<file path="src/rtl/sort3_pipelined.sv">
// Three-input unsigned sorter (max/med/min) built from three compare-exchange stages.
// Latency: a triple sampled at edge N is presented after edge N+2 with done high for one cycle.
// No backpressure: accepts one triple per clock whenever en is high; results are never stalled.
module sort3_pipelined #(
    parameter int DATA_WIDTH = 8
) (
    input  logic                  clk,
    input  logic                  rst_n,
    input  logic                  en,
    input  logic [DATA_WIDTH-1:0] S1,
    input  logic [DATA_WIDTH-1:0] S2,
    input  logic [DATA_WIDTH-1:0] S3,
    output logic [DATA_WIDTH-1:0] max,
    output logic [DATA_WIDTH-1:0] med,
    output logic [DATA_WIDTH-1:0] min,
    output logic                  done
);

    typedef struct packed {
        logic [DATA_WIDTH-1:0] lo;
        logic [DATA_WIDTH-1:0] hi;
        logic [DATA_WIDTH-1:0] c;
    } st1_t;

    typedef struct packed {
        logic [DATA_WIDTH-1:0] lo;
        logic [DATA_WIDTH-1:0] mid;
        logic [DATA_WIDTH-1:0] mx;
    } st2_t;

    st1_t st1_dat, st1_nxt;
    st2_t st2_dat, st2_nxt;
    logic st1_vld, st2_vld;

    always_comb begin
        st1_nxt.lo  = (S1 < S2) ? S1 : S2;
        st1_nxt.hi  = (S1 < S2) ? S2 : S1;
        st1_nxt.c   = S3;

        st2_nxt.lo  = st1_dat.lo;
        st2_nxt.mx  = (st1_dat.hi < st1_dat.c) ? st1_dat.c  : st1_dat.hi;
        st2_nxt.mid = (st1_dat.hi < st1_dat.c) ? st1_dat.hi : st1_dat.c;
    end

    // Valid bits always follow upstream; data registers hold unless fresh data arrives.
    always_ff @(posedge clk or negedge rst_n) begin
        if (!rst_n) begin
            st1_vld <= 1'b0;
            st1_dat <= '0;
        end else begin
            st1_vld <= en;
            if (en)
                st1_dat <= st1_nxt;
        end
    end

    always_ff @(posedge clk or negedge rst_n) begin
        if (!rst_n) begin
            st2_vld <= 1'b0;
            st2_dat <= '0;
        end else begin
            st2_vld <= st1_vld;
            if (st1_vld)
                st2_dat <= st2_nxt;
        end
    end

    always_ff @(posedge clk or negedge rst_n) begin
        if (!rst_n) begin
            done <= 1'b0;
            max  <= '0;
            med  <= '0;
            min  <= '0;
        end else begin
            done <= st2_vld;
            if (st2_vld) begin
                max <= st2_dat.mx;
                med <= (st2_dat.lo < st2_dat.mid) ? st2_dat.mid : st2_dat.lo;
                min <= (st2_dat.lo < st2_dat.mid) ? st2_dat.lo  : st2_dat.mid;
            end
        end
    end

endmodule

</file>
<file path="config.mk">
export PLATFORM = sky130hd
export DESIGN_NAME = sort3_pipelined
export DESIGN_NICKNAME = d
export VERILOG_FILES = /design/src/rtl/sort3_pipelined.sv
export SDC_FILE = /design/constraint.sdc
export NUM_CORES = 1
export LEC_CHECK = 0
export BUFFER_PORTS_ARGS = -buffer_cell sky130_fd_sc_hd__buf_2
export CORE_ASPECT_RATIO = 1.25
export CORE_MARGIN = 5
export CORE_UTILIZATION = 30
export DETAILED_ROUTE_END_ITERATION = 6
export PLACE_DENSITY = 0.52
export SETUP_SLACK_MARGIN = 0.1
export SYNTH_ARGS = -nofsm -noshare
export SYNTH_HDL_FRONTEND = slang
export SYNTH_SLANG_ARGS = --single-unit
export TNS_END_PERCENT = 50
</file>
<file path="constraint.sdc">
create_clock -name clk -period 2.1 [get_ports clk]
set_input_delay 0.105 -clock clk [delete_from_list [all_inputs] [get_ports clk]]
set_output_delay 0.105 -clock clk [all_outputs]
set_load 0.02 [all_outputs]
</file>
==> flow_summary.json <==
{
  "status": "complete, no violations",
  "finalSetupTns_ns": 0,
  "wl_met3_um": 483,
  "antenna_found_initial": 0,
  "hold_class": "in -> reg",
  "clockRootBuffer": "clkbuf_16",
  "grt_max_degree": 55,
  "area_delta_synth_final_pct": 24.7,
  "seqCellArea_sq_um": 1880,
  "cts_sinks": 75,
  "tightest_slew_ns": 0.535,
  "grt_pass1_vias": 3469,
  "start_util_pct": 30.4,
  "routed_wl_mm": 11.2,
  "syn_area_per_cell_sq_um": 11.2,
  "powerDensity_nw_per_um2": 1120,
  "clockBufferDepth": 2,
  "design.core.area_sq_um": 14300,
  "grt_util_all_layers_pct": 13.1,
  "viasPerCell": 5.33,
  "grt_setup_unrepaired": "false",
  "yosysUniqueCellTypes": 24,
  "die-area_sq_um": 17000,
  "grt_pass1_wl_mm": 17.9,
  "fillers": 1467,
  "cp-end-kind": "register",
  "drtAntennaViolNets": 0,
  "slew_viol_final": 0,
  "multi_input_area_sq_um": 2180,
  "path_clk_slew_ns": 0.05,
  "io_buffers": 51,
  "htree_levels": 3,
  "max_freq_ghz": 0.517,
  "dpl.hpwl_mm": 7.85,
  "synth_top_area_share_pct": 43.1,
  "drv_cap": 0,
  "irDropWorstVdd_v": 0.000424,
  "cts-buffers-inserted": 9,
  "drt_iter0_markers": 141,
  "leakage_nw": 2.34,
  "gp_congestion": 0.848,
  "crit_type": "reg -> reg",
  "highest_layer": "met4",
  "ios": 52,
  "synth_fp_nets": 436,
  "cpMaxStageDelayCell": "dfrtp_1",
  "syn_area_sq_um": 4360,
  "layout.nets": 502,
  "clk_latency_ns": 0.34,
  "routed-wl-met2_mm": 5.61,
  "dpl_cell_area_sq_um": 4840,
  "relSlewSlack_pct": 64.4,
  "final_common_cell": "dfrtp_1",
  "die-height_um": 145,
  "cts_tree": "built",
  "worst_path_largest_cell_delay_ns": 0.41,
  "drtPass1Iterations": 4,
  "synthTopCellsByArea": "dfrtp_1 (43%), o221ai_2 (10%), o2111ai_1 (9.7%)",
  "yosysSeqAreaShare_pct": 43.1,
  "finalSetupViolations": 0,
  "wirelength_met1_mm": 4.82,
  "synth_warnings": 0,
  "rows": 49,
  "cp-start-kind": "register",
  "die_x_um": 118,
  "path_cells": "inv_1 -> ha_1 -> and2_4 -> a221oi_4 -> o21a_4 -> o221ai_1",
  "worstPathMaxFanout": 8,
  "syn_inst": 388,
  "mostFrequentLayoutCells": "dfrtp_1 (73), inv_1 (61), nand2_1 (55)",
  "layout-drive-gt1-share_pct": 35.6,
  "drc_errors": 0,
  "worst_ep_arrival_time_ns": 2.12,
  "antenna_cells": 0,
  "num_vias": 3387,
  "hold_viol": 0,
  "wl_per_cell_um": 17.6,
  "fin_crit_sh_pct": 92.1,
  "synth_area_leader_cell": "dfrtp_1",
  "period_minus_slack_ns": 1.93,
  "ys_seq_elements": 75,
  "grt.overflow.total": 0,
  "finClkSkew_ns": 0.00579,
  "required_ns": 2.28,
  "final_area_sq_um": 5430
}
through the flow:
step           std cells  total power [W]  utilization (%)  worst slack (ns)  hold slack [ns]
6_report             636          0.00611             37.9             0.167           0.0227
3_5_place_dp         603          0.00436             33.8            0.0564            0.133
2_1_floorplan        388          0.00374                -             0.220           -0.191
5_1_grt              636          0.00649             37.9            0.0983           0.0482
4_1_cts              626          0.00589             36.4            0.0517           0.0241
3_3_place_gp         603          0.00431             33.8            0.0827            0.119
worst max-delay path, delay by kind of cell (launching register included):
kind	cells	cell delay, ns
AOI/OAI and AO/OA	3	0.83
adders and majority gates	1	0.29
buffers and inverters	1	0.08
DFF	1	0.41
and+or+nand+nor	1	0.16
Yosys cell counts:
cell type	number
nand2b_1	3
nand2_1	55
o221ai_1	18
a211o_1	3
clkbuf_1	21
inv_1	62
and2_4	3
buf_4	2
buf_2	4
a221oi_4	3
buf_12	2
o2111ai_4	2
o21a_4	3
dfrtp_1	75
a21o_1	3
o2111ai_1	48
o2111ai_2	1
o21ai_0	7
buf_8	1
buf_1	1
a31oi_4	3
ha_1	21
o221ai_2	30
mux2_2	17
power by group:
group | switching, W | internal, W | leakage, nW | total (W)
sequential | 0.000285 | 0.00183 | 0.927 | 0.00212
combinational | 0.00143 | 0.00106 | 1.27 | 0.00249
clock | 0.000558 | 0.000941 | 0.142 | 0.00150
total | 0.00228 | 0.00384 | 2.34 | 0.00611
cells by family after synthesis:
logic type | count (synthesis) | share of synthesized area, %
AND/OR/NAND/NOR | 61 | 5.77
multiplexers | 17 | 4.40
flip-flops | 75 | 43.1
buffers and inverters | 93 | 9.31
AO/OA/AOI/OAI | 121 | 31.4
adder cells (fa/ha/maj) | 21 | 6.03
worst paths after layout:
check / from / end / slack [ns] / cells after the start
hold / removal: S3[5] / st1_dat[5] / 0.02 / 3
max in group asynchronous: rst_n / st2_vld / 1.20 / 3
setup / recovery: st1_dat[6] / st2_dat[15] / 0.17 / 6
setup reg to reg: st1_dat[6] / st2_dat[15] / 0.17 / 6
hold reg to reg: st1_dat[19] / st2_dat[19] / 0.51 / 1
min in group asynchronous: rst_n / max[3] / 0.29 / 2
final cells by class:
class	instances	share of cell area [%]
clock inverters	3	0.737
inverters	62	4.28
well taps	178	4.10
flip-flops and latches	75	34.6
multi-input cells	222	40.1
clock buffers	12	4.54
repair buffers	84	11.6
metal layers:
layer | up-vias | GRT usage, %
li1 | 1606 | -
met1 | 1653 | 16.5
met2 | 102 | 22.0
met3 | 26 | 2.76
met4 | 0 | 5.62
met5 | - | 0
sequential cells by signal, indices dropped and copies added (netlist names):
signal   flops
st2_vld      1
st2_dat     24
max          8
st1_dat     24
min          8
done         1
med          8
st1_vld      1
timing repair:
| item | CTS | global route |
|---|---|---|
| endpoints found under the hold margin | 43 | 0 |
| hold buffers | 8 | 0 |
| pin swaps | 0 | 3 |
| endpoints found under the setup margin | 4 | 31 |
| gates cloned | 0 | 4 |
| setup buffers | 0 | 6 |
| gates resized for setup | 1 | 18 |
Power figures use the tool's default switching activity.
